--- src/rtl/johnson_pattern_rx.sv ---
// -----------------------------------------------------------------------------
// johnson_pattern_rx
//
// Receive side of the 8-state Johnson LED pattern generator. The block
// synchronises the asynchronous 4-bit pattern bus and ignores glitches. It
// decodes each accepted code to a 3-bit position. It also checks that
// successive positions step by exactly +1 or -1 (mod 8).
//
// Parameters
//   STABLE_CYC : synchronised cycles a new code must hold before it is
//                accepted (1..255)
//   ERR_W      : width of the saturating error counter
//
// Ports
//   clk       in   system clock
//   rst       in   asynchronous reset, active-low
//   pat_in    in   {led4,led3,led2,led1}, asynchronous to clk
//   pos       out  last accepted position 0..7
//   pos_valid out  one-cycle pulse when a new position is accepted
//   dir       out  1 = last legal step was +1, 0 = last legal step was -1
//   locked    out  high while stepping is being verified
//   code_err  out  one-cycle pulse when a non-Johnson code is accepted
//   step_err  out  one-cycle pulse when a legal code skips or jumps
//   err_cnt   out  saturating count of code_err + step_err events
// -----------------------------------------------------------------------------
module johnson_pattern_rx #(
  parameter int STABLE_CYC = 4,
  parameter int ERR_W      = 8
) (
  input  logic             clk,
  input  logic             rst,
  input  logic [3:0]       pat_in,
  output logic [2:0]       pos,
  output logic             pos_valid,
  output logic             dir,
  output logic             locked,
  output logic             code_err,
  output logic             step_err,
  output logic [ERR_W-1:0] err_cnt
);

  localparam logic [7:0] STABLE_MAX = 8'(STABLE_CYC);

  typedef enum logic {
    UNLOCKED = 1'b0,
    LOCKED   = 1'b1
  } state_e;

  // Returns {legal, position}.
  function automatic logic [3:0] decode(input logic [3:0] code);
    logic [3:0] r;
    case (code)
      4'b0000: r = 4'b1_000;
      4'b0001: r = 4'b1_001;
      4'b0011: r = 4'b1_010;
      4'b0111: r = 4'b1_011;
      4'b1111: r = 4'b1_100;
      4'b1110: r = 4'b1_101;
      4'b1100: r = 4'b1_110;
      4'b1000: r = 4'b1_111;
      default: r = 4'b0_000;
    endcase
    return r;
  endfunction

  function automatic logic [ERR_W-1:0] sat_inc(input logic [ERR_W-1:0] v);
    return (&v) ? v : v + {{(ERR_W-1){1'b0}}, 1'b1};
  endfunction

  // Synchroniser and filter state
  logic [3:0] sync1_q, sync2_q, prev_q, last_q;
  logic       sv1_q, sv2_q, pv_q, last_vld_q;
  logic [7:0] cnt_q, cnt_d;
  logic       accept;

  // Decoder / FSM state
  state_e           state_q;
  logic [2:0]       pos_q;
  logic             pos_valid_q, dir_q, code_err_q, step_err_q;
  logic [ERR_W-1:0] err_cnt_q;

  logic [3:0] dec;
  logic       legal;
  logic [2:0] new_pos;
  logic [2:0] step;

  // sv1_q/sv2_q track that the synchroniser stages hold real samples
  // taken since reset. The reset contents of the flops are therefore
  // never treated as a received code. The first real sync2 value then
  // counts as a fresh change.
  always_ff @(posedge clk or negedge rst) begin
    if (!rst) begin
      sync1_q    <= 4'b0000;
      sync2_q    <= 4'b0000;
      sv1_q      <= 1'b0;
      sv2_q      <= 1'b0;
      prev_q     <= 4'b0000;
      pv_q       <= 1'b0;
      cnt_q      <= 8'd0;
      last_q     <= 4'b0000;
      last_vld_q <= 1'b0;
    end else begin
      sync1_q <= pat_in;
      sync2_q <= sync1_q;
      sv1_q   <= 1'b1;
      sv2_q   <= sv1_q;
      prev_q  <= sync2_q;
      pv_q    <= sv2_q;
      cnt_q   <= cnt_d;
      if (accept) begin
        last_q     <= sync2_q;
        last_vld_q <= 1'b1;
      end
    end
  end

  // Stability counter: restarts at 1 on any change, saturates at STABLE_CYC.
  always_comb begin
    cnt_d = 8'd0;
    if (sv2_q) begin
      if (!pv_q || (sync2_q != prev_q)) begin
        cnt_d = 8'd1;
      end else if (cnt_q < STABLE_MAX) begin
        cnt_d = cnt_q + 8'd1;
      end else begin
        cnt_d = cnt_q;
      end
    end
  end

  // Comparing against the last accepted code makes a held value fire once.
  assign accept  = (cnt_d == STABLE_MAX) && (!last_vld_q || (sync2_q != last_q));

  assign dec     = decode(sync2_q);
  assign legal   = dec[3];
  assign new_pos = dec[2:0];
  assign step    = new_pos - pos_q;   // modulo-8 difference via 3-bit wrap

  always_ff @(posedge clk or negedge rst) begin
    if (!rst) begin
      state_q     <= UNLOCKED;
      pos_q       <= 3'd0;
      pos_valid_q <= 1'b0;
      dir_q       <= 1'b1;
      code_err_q  <= 1'b0;
      step_err_q  <= 1'b0;
      err_cnt_q   <= '0;
    end else begin
      pos_valid_q <= 1'b0;
      code_err_q  <= 1'b0;
      step_err_q  <= 1'b0;
      if (accept) begin
        if (!legal) begin
          code_err_q <= 1'b1;
          err_cnt_q  <= sat_inc(err_cnt_q);
          state_q    <= UNLOCKED;
        end else begin
          pos_q       <= new_pos;
          pos_valid_q <= 1'b1;
          state_q     <= LOCKED;
          // The first code after unlock only establishes the reference.
          if (state_q == LOCKED) begin
            if (step == 3'd1) begin
              dir_q <= 1'b1;
            end else if (step == 3'd7) begin
              dir_q <= 1'b0;
            end else begin
              step_err_q <= 1'b1;
              err_cnt_q  <= sat_inc(err_cnt_q);
            end
          end
        end
      end
    end
  end

  assign pos       = pos_q;
  assign pos_valid = pos_valid_q;
  assign dir       = dir_q;
  assign locked    = (state_q == LOCKED);
  assign code_err  = code_err_q;
  assign step_err  = step_err_q;
  assign err_cnt   = err_cnt_q;

endmodule
--- config.mk ---
export PLATFORM = sky130hd
export DESIGN_NAME = johnson_pattern_rx
export DESIGN_NICKNAME = d
export VERILOG_FILES = /design/src/rtl/johnson_pattern_rx.sv
export SDC_FILE = /design/constraint.sdc
export NUM_CORES = 1
export LEC_CHECK = 0
export ABC_AREA = 1
export BUFFER_PORTS_ARGS = -buffer_cell sky130_fd_sc_hd__buf_2
export CORE_MARGIN = 2
export CORE_UTILIZATION = 62
export CTS_CLUSTER_DIAMETER = 80
export DETAILED_ROUTE_END_ITERATION = 7
export HOLD_SLACK_MARGIN = 0.12
export PLACE_DENSITY = 0.91
export SLEW_MARGIN = 20
export SYNTH_ARGS = -nofsm -noshare
export SYNTH_HDL_FRONTEND = slang
export SYNTH_SLANG_ARGS = --single-unit
--- constraint.sdc ---
create_clock -name clk -period 5.4 [get_ports clk]
set_input_delay 0.27 -clock clk [delete_from_list [all_inputs] [get_ports clk]]
set_output_delay 0.27 -clock clk [all_outputs]
set_load 0.05 [all_outputs]
# ---- After elaboration in Yosys (flattened, before gate mapping)
# Memory sizes are Yosys's and may differ from the RTL's.
# Index checks and enable logic that the tools add are counted.
dict set report word_totals {
  regBits 44
  rom_bits 64
  in_bits 6
  out_inout_bits 16
  elab_cells 58
  memories 1
}
dict set report op_classes {
  n_addsub 3
  order_cmp 1
  eq_ne 8
  mux 19
  n_reduce_logical 10
}
# name depth word_bits read_ports rd_ports_with_merged_regs write_ports line_no
set memory_table {}
lappend memory_table {{(no name shown)} 16 4 1 0 0 52} ;# case (code)
# operator n
set op_table {}
lappend op_table {{8-bit 2-to-1 mux} 8}
lappend op_table {{8-bit by 1-bit adder with 8-bit output (second input constant)} 2}
lappend op_table {{1-bit 2-to-1 mux} 11}
lappend op_table {{8-bit by 3-bit == test with 1-bit output (second input constant)} 1}
lappend op_table {{8-bit by 3-bit < comparator with 1-bit output (second input constant)} 1}
lappend op_table {{4-bit inequality test} 2}
lappend op_table {{4-bit AND reduction} 2}
lappend op_table {{8-bit AND reduction} 1}
lappend op_table {{2-bit inequality test (second input constant)} 3}
lappend op_table {{3-bit by 1-bit == test with 1-bit output (second input constant)} 1}
lappend op_table {{3-bit == test (second input constant)} 1}
lappend op_table {{3-bit subtractor} 1}
lappend op_table {{1-bit zero test} 2}
lappend op_table {{1-bit logical OR} 2}
lappend op_table {{2-bit AND reduction} 1}
lappend op_table {{2-bit nonzero test} 1}
lappend op_table {{1-bit logical AND} 1}

# ---- Longest topological paths before layout
# An unclocked memory read counts as a cell.
dict set report depth {
  word_depth 8
  depth_mapped 17
  depth_no_buf 17
}

# ---- Worst setup path after synthesis
# No wires, ideal clock.
dict set report synth_timing {
  path_type {register to register}
  startpoint {register sync2_q[3]}
  endpoint {register err_cnt_q[2] (netlist: err_cnt[2])}
  setup_ns 0.128
  arrival_time_ns 2.343
  required_ns 5.272
  path_slack_ns 2.929
  path_stages_with_launch 17
  path_buffers 0
  synth_period_minus_slack_ns 2.471
  path_cell_list {dfrtp_1 -> inv_2 -> nor2_1 -> o2bb2ai_1 -> ha_1 -> inv_1 -> fa_1 -> xor2_1 -> inv_1 -> o21ai_0 -> nand2_1 -> nand3_1 -> nand2_1 -> nor2_1 -> nand4_1 -> nand2_1 -> o21ai_0}
}
dict set report synth_between {
  elab_chain_len 7
  word_cells_on_any_way 17
  cone_classes {add/sub: 1; eq/ne: 8; mux: 3; reduce/logical: 4; memory: 1}
}
# item line_no
set synth_rtl {}
lappend synth_rtl {{start, declared} 71} ;# logic [3:0] sync1_q, sync2_q, prev_q, last_q;
lappend synth_rtl {{start signal, assigned} 104} ;# sync2_q <= sync1_q;
lappend synth_rtl {{branches (longest 7 deep; another with memory read 16 x 4 bit)} n/a}
lappend synth_rtl {{end signal, assigned} 155} ;# err_cnt_q <= sat_inc(err_cnt_q);
lappend synth_rtl {{end signal, assigned} 169} ;# err_cnt_q <= sat_inc(err_cnt_q);
lappend synth_rtl {{end, declared} 80} ;# logic [ERR_W-1:0] err_cnt_q;
# Several ways; the timed one is not identified.
# A chain may end at the register's enable or synchronous reset.

# ---- Final worst setup path
dict set report layout_timing {
  startpoint {register sync2_q[3]}
  endpoint {register err_cnt_q[6] (netlist: err_cnt[6])}
}
# The elaborated chain is that of the path after synthesis.

==> flow_metrics.py <==
metrics = {
    "floorplanning": {
        "fp.dieH_um": 61.8,
        "die-area_um2": 3820,
        "start_util": 0.663,
        "fp.dieW_um": 61.8,
        "core_area_um2": 3130,
        "io_pins": 22,
        "rows": 20,
    },
    "drt": {
        "num_vias": 1606,
        "ant_nets": 0,
        "vias_per_cell": 5.10,
        "drt_wl_total_um": 4060,
        "drt_first_pass_iters": 4,
        "drc_errors": 0,
        "drtIter0Drc": 53,
        "detail_route.wl_per_cell_um": 12.9,
    },
    "yosys": {
        "synthesis.area_um2": 2070,
        "synth_commonest_cells": "nand2_1, dfrtp_1, inv_1, nor2_1, o21ai_0",
        "ys_ff_latch": 44,
        "yosysSeqAreaShare": 0.532,
        "synthCells": 238,
        "synth_top_area_cell": "dfrtp_1",
        "ys_dominant_reg_cell": "dfrtp_1",
        "synth-edff-count": 0,
        "synth.most_common_cell": "nand2_1",
        "syn-num-nets": 248,
        "avgSynthCellArea_um2": 8.71,
        "yosysWarnings": 0,
        "synth.top_cell.area_share": 0.519,
        "ys_types": 28,
        "synth-async-reset-ratio": 1.00,
        "synth_area_leaders": "dfrtp_1, nand2_1, inv_1",
    },
    "critical_path": {
        "cp_max_fo": 10,
        "cp_cell_sequence": "inv_2 -> nor2_1 -> o2bb2ai_1 -> ha_1 -> inv_1 -> fa_1 -> xor2_1 -> inv_1 -> o21ai_0 -> nand2_1 -> nand3_1 -> nand2_1 -> nor2_1 -> nand4_1 -> nand2_1 -> o21ai_0",
        "path_delay_family": "simple AND/OR/NAND/NOR gates",
        "worst-setup-path-type": "flip-flop to flip-flop",
        "r2r_slack_ns": 2.51,
        "crit_path_frequent_cell": "nand2_1",
        "rr_startpoint": "sync2_q[3]",
        "critPathCaptureType": "flip-flop",
        "rr_worst_depth": 16,
        "critPathMaxStageDelay_ns": 0.47,
        "path_buf_inv": 3,
        "crit_arrival_ns": 3.14,
        "r2r_end": "err_cnt[6]",
        "crit_path_start_kind": "flip-flop",
        "required_ns": 5.65,
        "worst_path_max_delay_cell": "dfrtp_1",
    },
    "clock_network": {
        "cts.clk_slew.worst_paths_ns": 0.12,
        "holdBufCountCts": 5,
        "post_cts_buffers": 0,
        "clock_path_buffers": 2,
        "clock_latency_ns": 0.36,
        "htreeDepth": 2,
        "cts_root_buf": "clkbuf_4",
        "cts.sink_count": 44,
        "numCtsBuffers": 5,
        "cts_resized": 0,
        "cts_tree": "yes",
    },
    "pwr": {
        "ir_drop_v": 0.000214,
        "seq_power_share": 0.622,
        "total_power_uw": 549,
        "p_sw_uw": 139,
        "p_per_area_nw_per_um2": 235,
        "p_clk_frac": 0.304,
        "p_int_uw": 410,
        "switching_share": 0.252,
        "p_leak_uw": 0.00123,
        "comb_power_share": 0.074,
    },
    "sta": {
        "maxSlewViolCount": 0,
        "min_period_over_period": 0.535,
        "max_slew.worst_pin.slew_ns": 0.942,
        "period_needed_ns": 2.89,
        "rsz0062_at_grt": "false",
        "tns_ns": 0,
        "slew_headroom": 0.372,
        "finalSetupViolations": 0,
        "fmax_mhz": 346,
        "hold_viol_final": 0,
        "fin_skew_ns": 0.00667,
    },
    "hold_path": {
        "holdCritStartpoint": "sv1_q",
        "hp-class": "flip-flop to flip-flop",
        "min_delay_worst_endpoint": "sv2_q",
        "whs_path_depth": 0,
    },
    "place": {
        "gp_congestion": 0.857,
        "dpl-instance-area_um2": 2220,
        "placedCellCount": 302,
        "port_buffers": 21,
        "post-dp-hpwl_um": 2740,
    },
    "status": {
        "run_status": "complete, no violations",
    },
    "grt": {
        "grt_max_degree": 45,
        "antenna_found_initial": 0,
        "grt_pass1_wl_um": 6840,
        "use_met2": 0.418,
        "busiest_layer": "met2",
        "grtUsageMet1": 0.331,
        "overflow": 0,
        "gr-usage-met3": 0.0559,
        "grt_usage": 0.253,
        "grt_pass1_vias": 1516,
    },
    "layout": {
        "layout-drive-gt1-share": 0.173,
        "nets": 280,
        "area_growth_pct": 12.6,
        "final_core_util": 0.746,
        "final_area_um2": 2330,
        "antenna_cells": 0,
        "finalNonFillerCells": 315,
    },
    "flow_run": {
        "drv_cap": 0,
    },
}
==> flip-flops by register name, summed over array words and instances (netlist names), 3 cells and up <==
name and count:
sync1_q 4, err_cnt 8, cnt_q 8, last_q 4, sync2_q 4, prev_q 4
pos 3
==> routing by layer <==
metal	part of all wire	up-vias
li1	-	808
met1	0.44	758
met2	0.51	30
met3	0.033	10
met4	0.017	0
met5	0	-
==> per-stage QoR <==
stage | hold WS (ns) | setup WS, ns
2_1_floorplan | -0.0256 | 2.93
3_3_place_gp | 0.332 | 2.80
3_5_place_dp | 0.339 | 2.57
4_1_cts | 0.368 | 2.53
5_1_grt | 0.372 | 2.15
6_report | 0.364 | 2.51
==> power groups by stage <==
stage / combinational [µW] / sequential (µW) / clock, µW
CTS: 40.4 / 341 / 169
floorplan: 24.0 / 346 / 0
finish: 40.6 / 341 / 167
global placement: 36.2 / 347 / 0
detailed placement: 37.4 / 347 / 0
global route: 46.8 / 342 / 181
==> layout make-up <==
class | instances | area [µm²]
timing repair buffer | 26 | 155
multi-input combinational | 153 | 810
sequential | 44 | 1100
tap | 44 | 55.1
inverter | 40 | 150
clock buffer | 6 | 51.3
clock inverter | 2 | 10.0
fill | 210 | 795
==> placed cells by master, fill, tap and decap left out, types with 5 or more instances in the layout <==
cell type and count:
buf_2 21, nor2_1 22, o21ai_0 16, xor2_1 5
inv_1 36, a21oi_1 5, nand3_1 12, dlygate4sd3_1 5
dfrtp_1 43, nand2_1 56, clkbuf_4 5
==> worst reg2reg max path, cell delays in order, from the launching register on <==
cell and delay, ns:
dfrtp_1 0.47, inv_2 0.18, nor2_1 0.06, o2bb2ai_1 0.22, ha_1 0.19, inv_1 0.05
fa_1 0.40, xor2_1 0.21, inv_1 0.06, o21ai_0 0.10, nand2_1 0.11, nand3_1 0.08
nand2_1 0.05, nor2_1 0.16, nand4_1 0.23, nand2_1 0.14, o21ai_0 0.09
==> logic make-up after synthesis <==
group / share of synthesized area
compound gates: 0.0766
xor+xnor: 0.0338
fa+ha+maj: 0.0278
buf+inv: 0.0778
flops: 0.532
other cells: 0.00181
simple gates: 0.250
==> worst max path at each step <==
| stage | startpoint | to | depth (start not counted) |
|---|---|---|---|
| floorplan | sync2_q[3] | err_cnt[2] | 16 |
| global placement | sync2_q[3] | err_cnt[6] | 16 |
| detailed placement | sync2_q[3] | err_cnt[6] | 16 |
| CTS | sync2_q[3] | err_cnt[6] | 16 |
| global route | sync2_q[3] | err_cnt[6] | 15 |
| finish | sync2_q[3] | err_cnt[6] | 16 |
No activity file was read; power rests on OpenSTA's default activity.
